[src/rtl/div_unit.sv]
// ============================================================================
// Module   : div_unit
// Purpose  : Iterative radix-2 restoring divider for MIPS DIV/DIVU (HI=rem, LO=quo).
//            Optional early-out for |dividend| < |divisor| via DIV_EARLY_OUT_EN.
// Revision : 1.0  initial release
// ============================================================================
`default_nettype none

module div_unit #(
  parameter int WIDTH = 32,
  parameter int CNT_W = 6
) (
  input  logic             clk,
  input  logic             resetn,
  input  logic             start,
  input  logic             signed_div,
  input  logic             annul,
  input  logic [WIDTH-1:0] dividend,
  input  logic [WIDTH-1:0] divisor,
  output logic             stall_div,
  output logic             ready,
  output logic [WIDTH-1:0] quotient,
  output logic [WIDTH-1:0] remainder
);

  typedef enum logic [1:0] {
    IDLE = 2'd0,
    BUSY = 2'd1,
    DONE = 2'd2
  } state_t;

  localparam logic [CNT_W-1:0] c_lastCount = CNT_W'(WIDTH - 1);

  state_t           r_state;
  state_t           w_nextState;
  logic             w_accept;
  logic             w_divZero;
  logic             w_early;
  logic [WIDTH-1:0] w_absA;
  logic [WIDTH-1:0] w_absB;

  logic             r_signQ;
  logic             r_signR;
  logic [WIDTH-1:0] r_quo;
  logic [WIDTH-1:0] r_div;
  logic [WIDTH:0]   r_rem;
  logic [CNT_W-1:0] r_count;
  logic [WIDTH-1:0] r_quotient;
  logic [WIDTH-1:0] r_remainder;

  logic [WIDTH:0]   w_remShift;
  logic [WIDTH:0]   w_remSub;
  logic             w_fits;
  logic [WIDTH-1:0] w_quoFinal;
  logic [WIDTH-1:0] w_remFinal;

  // Operand magnitudes; DIVU passes operands through untouched.
  assign w_absA    = (signed_div && dividend[WIDTH-1]) ? (~dividend + 1'b1) : dividend;
  assign w_absB    = (signed_div && divisor[WIDTH-1])  ? (~divisor + 1'b1)  : divisor;
  assign w_divZero = (divisor == '0);

`ifdef DIV_EARLY_OUT_EN
  assign w_early = !w_divZero && (w_absA < w_absB);
`else
  assign w_early = 1'b0;
`endif

  // One restoring step: shift in the next dividend bit, subtract if it fits.
  assign w_remShift = {r_rem[WIDTH-1:0], r_quo[WIDTH-1]};
  assign w_remSub   = w_remShift - {1'b0, r_div};
  assign w_fits     = (w_remShift >= {1'b0, r_div});

  assign w_quoFinal = r_signQ ? (~r_quo + 1'b1) : r_quo;
  assign w_remFinal = r_signR ? (~r_rem[WIDTH-1:0] + 1'b1) : r_rem[WIDTH-1:0];

  always_ff @(posedge clk or negedge resetn) begin
    if (!resetn) begin
      r_state <= IDLE;
    end else begin
      r_state <= w_nextState;
    end
  end

  always_comb begin
    w_nextState = r_state;
    w_accept    = 1'b0;
    stall_div   = 1'b0;
    ready       = 1'b0;
    case (r_state)
      IDLE: begin
        if (start && !annul) begin
          w_accept    = 1'b1;
          stall_div   = resetn;
          w_nextState = (w_divZero || w_early) ? DONE : BUSY;
        end
      end
      BUSY: begin
        stall_div = resetn;
        if (annul) begin
          w_nextState = IDLE;
        end else if (r_count == c_lastCount) begin
          w_nextState = DONE;
        end
      end
      DONE: begin
        ready       = !annul;
        w_nextState = IDLE;
      end
      default: begin
        w_nextState = IDLE;
      end
    endcase
  end

  always_ff @(posedge clk or negedge resetn) begin
    if (!resetn) begin
      r_signQ     <= 1'b0;
      r_signR     <= 1'b0;
      r_quo       <= '0;
      r_div       <= '0;
      r_rem       <= '0;
      r_count     <= '0;
      r_quotient  <= '0;
      r_remainder <= '0;
    end else begin
      if (w_accept) begin
        r_count <= '0;
        r_div   <= w_absB;
        // Short-cut results are final as loaded, so sign correction is disabled.
        if (w_divZero) begin
          r_signQ <= 1'b0;
          r_signR <= 1'b0;
          r_quo   <= '1;
          r_rem   <= {1'b0, dividend};
        end else if (w_early) begin
          r_signQ <= 1'b0;
          r_signR <= 1'b0;
          r_quo   <= '0;
          r_rem   <= {1'b0, dividend};
        end else begin
          r_signQ <= signed_div & (dividend[WIDTH-1] ^ divisor[WIDTH-1]);
          r_signR <= signed_div & dividend[WIDTH-1];
          r_quo   <= w_absA;
          r_rem   <= '0;
        end
      end else if (r_state == BUSY && !annul) begin
        r_rem   <= w_fits ? w_remSub : w_remShift;
        r_quo   <= {r_quo[WIDTH-2:0], w_fits};
        r_count <= r_count + 1'b1;
      end
      if (ready) begin
        r_quotient  <= w_quoFinal;
        r_remainder <= w_remFinal;
      end
    end
  end

  // Fresh results show on the ready cycle; held copies afterwards.
  assign quotient  = ready ? w_quoFinal : r_quotient;
  assign remainder = ready ? w_remFinal : r_remainder;

endmodule

`default_nettype wire

[config.mk]
export PLATFORM = sky130hd
export DESIGN_NAME = div_unit
export DESIGN_NICKNAME = d
export VERILOG_FILES = /design/src/rtl/div_unit.sv
export SDC_FILE = /design/constraint.sdc
export NUM_CORES = 1
export LEC_CHECK = 0
export CAP_MARGIN = 0
export CORE_MARGIN = 3
export CORE_UTILIZATION = 40
export CTS_BUF_LIST = sky130_fd_sc_hd__clkbuf_2 sky130_fd_sc_hd__clkbuf_4 sky130_fd_sc_hd__clkbuf_8
export DETAILED_ROUTE_END_ITERATION = 8
export GPL_ROUTABILITY_DRIVEN = 0
export PLACE_DENSITY_LB_ADDON = 0.15
export SKIP_CTS_REPAIR_TIMING = 1
export SLEW_MARGIN = 0
export SYNTH_ARGS = -nofsm -noshare
export SYNTH_HDL_FRONTEND = slang
export SYNTH_SLANG_ARGS = --single-unit
[constraint.sdc]
create_clock -name clk -period 3.9 [get_ports clk]
set_input_delay 0.78 -clock clk [delete_from_list [all_inputs] [get_ports clk]]
set_output_delay 0.78 -clock clk [all_outputs]
set_load 0.02 [all_outputs]
==> results.toml <==
[status]
run_status = "complete, no violations"

[setup_path]
kind_of_start_point_of_the_critical_path = "flip-flop"
endpoint_kind = "output port"
worstPathArrival_ns = 3.11
maximum_net_fanout_on_the_critical_path = 4
crit_type = "reg -> out"
worst_ep_required_time_ns = 3.12

[yosys]
yosys_most_used_dff = "sky130_fd_sc_hd__dfrtp_1"
synthesis.area_sq_um = 11440
synth-seq-area-share_pct = 37.17
synth_enable_flop_cells = 0
postSynthCellCount = 1383
synth-seq-cells = 170
ys_async_sr_fraction_pct = 100.0
postSynthAreaPerCell_sq_um = 8.274
mappedNetlistNets = 1490
synth-warning-count = 0
synthDistinctLibCells = 61

[power]
ir_worst_vdd_mv = 0.3484
leakagePower_nw = 6.141
areal_power_density_over_the_cells_nw_per_um2 = 772.6

[clock_tree]
clock_path_buffers = 2
cts.htree.levels = 4
cts-buffers-inserted = 17
clock_insertion_delay_worst_skew_ns = 0.47
tritoncts = "done"
clkSlewWorstSetupHoldPaths_ns = 0.10
cts_num_sinks = 170
root_buffer = "sky130_fd_sc_hd__clkbuf_8"

[routing]
detail_route.wirelength_um = 33540
vias = 10480
route.detailed.drc = 0
avgRoutedWirePerCell_um = 17.33
detailedRoute.firstPassIterationCount = 5
drt.antenna.violating_nets = 0
dr.first_iter.drc_count = 717
detail_route.vias_per_cell = 5.413

[sta]
hold-worst-slack_ns = 0.1908
fin_worst_skew_ns = 0.02194
report.final.hold_viol_count = 0
fin_setup_tns_ns = 0
setup_repair_after_global_routing_missed_its_margin = "yes"
final_max_slew_viol_count = 0
worst_pin_slew_ns = 0.9306
timing.final.crit_period_ns = 3.895
worst_slew_margin_rel_pct = 37.96
fin_crit_sh_pct = 99.86
finalSetupViolCount = 0
fmaxAchievable_mhz = 256.8

[layout]
final_common_cell = "sky130_fd_sc_hd__dfrtp_1"
flow.area_growth_from_synthesis_pct = 24.31
most-common-layout-cells = "sky130_fd_sc_hd__dfrtp_1 (170), sky130_fd_sc_hd__nand2_1 (164), sky130_fd_sc_hd__a21oi_1 (133), sky130_fd_sc_hd__nor2_1 (132), sky130_fd_sc_hd__o21ai_0 (101)"
fin_nets = 1650
drive_above_1_share_pct = 11.05

[place]
port_buffers = 134
half_perimeter_wire_length_after_placement_um = 25700

[global_route]
track_usage_pct = 21.53
number_of_global_route_vias_before_repair = 10270
grt_overflow_total = 0
grt_start_max_net_pins = 75
grt_first_pass_wirelength_um = 53630
antenna_violations_before_repair = 3

[job]
maxcap_viol_count = 0

[worst_hold_path]
holdCritPathClass = "in -> async"

[floorplanning]
placementRows = 61
die_area_sq_um = 30670
starting_density_of_the_core_pct = 40.85
pin_count = 135
coreArea_sq_um = 28010
chipHeight_um = 175.1
fp.dieW_um = 175.1
sequential cells by signal (all words and copies together), names as in the netlist:
register,cells
r_signR,1
r_signQ,1
r_rem,32
r_quotient,32
r_count,6
r_div,32
r_remainder,32
r_state,2
r_quo,32
logic make-up (layout without fill, tap and decap cells):
group	count (synthesis)	in the layout	share of synthesized area (%)
and+or+nand+nor	460	460	18.59
muxes	26	26	2.329
buffers and inverters	132	305	4.406
xor gates and xnor gates	150	150	11.48
DFF	170	170	37.17
AOI/OAI and AO/OA	407	407	21.80
other	0	2	0
adders and majority gates	38	38	4.220
where the power goes:
| part | leakage [nW] | switching (mW) | internal (mW) | total (mW) |
|---|---|---|---|---|
| registers | 2.04 | 0.561 | 2.46 | 3.02 |
| logic | 3.93 | 3.89 | 2.84 | 6.73 |
| clock network | 0.174 | 0.714 | 0.524 | 1.24 |
final cells by class:
class	count	area, sq um
antenna	2	5.005
clock buffer	18	241.5
clock inverter	14	135.1
fill	2741	13790
inverter	55	206.4
multi-input combinational	1081	6840
sequential	170	4254
tap	378	473.0
timing repair buffer	218	2069
metal layers:
layer / wire, um / track usage (%) / part of all wire (%) / vias up
met4: 943 / 7.380 / 2.8 / 2
met3: 1625 / 3.346 / 4.8 / 41
met2: 15320 / 34.67 / 46 / 301
li1: - / - / - / 5231
met5: 13 / 0 / 0.039 / -
met1: 15640 / 29.59 / 47 / 4905
critical path, stage by stage (launching register included):
cell	delay (ns)
sky130_fd_sc_hd__dfrtp_1	0.39
sky130_fd_sc_hd__or4_4	0.56
sky130_fd_sc_hd__nor2_4	0.12
sky130_fd_sc_hd__nand4_1	0.27
sky130_fd_sc_hd__buf_4	0.26
sky130_fd_sc_hd__nor2_4	0.08
sky130_fd_sc_hd__nand2_2	0.07
sky130_fd_sc_hd__o31ai_2	0.24
sky130_fd_sc_hd__buf_4	0.15
sky130_fd_sc_hd__xor2_1	0.15
sky130_fd_sc_hd__buf_4	0.17
sky130_fd_sc_hd__a21oi_2	0.07
sky130_fd_sc_hd__buf_6	0.14
worst paths after layout:
check	cells past startpoint	to	slack (ns)	startpoint
worst max-delay path	12	remainder[31]	0.005	r_rem[6]
worst min register to register	2	r_div[19]	0.49	r_div[19]
min in group clk	2	r_div[19]	0.49	r_div[19]
worst max register to register	10	r_rem[3]	0.37	r_rem[7]
max in group asynchronous	2	r_div[21]	2.45	resetn
worst min-delay path	1	r_quotient[6]	0.19	resetn
metrics by stage:
step | instances | utilization [%] | setup slack, ns | total power, mW | cell area, sq um
after detailed placement | 1899 | 48.67 | 0.05173 | 9.640 | 13630
after CTS | 1931 | 50.02 | -0.4531 | 10.92 | 14010
final | 1936 | 50.78 | 0.005320 | 10.99 | 14220
after floorplan | 1383 | - | 0.6961 | 7.240 | 11440
after global placement | 1899 | 48.67 | 0.1204 | 9.576 | 13630
after global routing | 1936 | 50.78 | -0.1091 | 11.86 | 14220
synthesized netlist by cell type, types with 35 or more instances:
library cell,count,share of area (%)
sky130_fd_sc_hd__clkbuf_1,64,2.1
sky130_fd_sc_hd__o31ai_1,35,2.3
sky130_fd_sc_hd__nor2_1,137,4.5
sky130_fd_sc_hd__dfrtp_1,170,37
sky130_fd_sc_hd__o21ai_0,105,4.6
sky130_fd_sc_hd__a21oi_1,135,5.9
sky130_fd_sc_hd__inv_1,55,1.8
sky130_fd_sc_hd__nor3_1,44,1.9
sky130_fd_sc_hd__nand2_1,165,5.4
sky130_fd_sc_hd__xor2_1,96,7.3
sky130_fd_sc_hd__ha_1,37,4.0
sky130_fd_sc_hd__xnor2_1,54,4.1
Power figures use the tool's default switching activity.
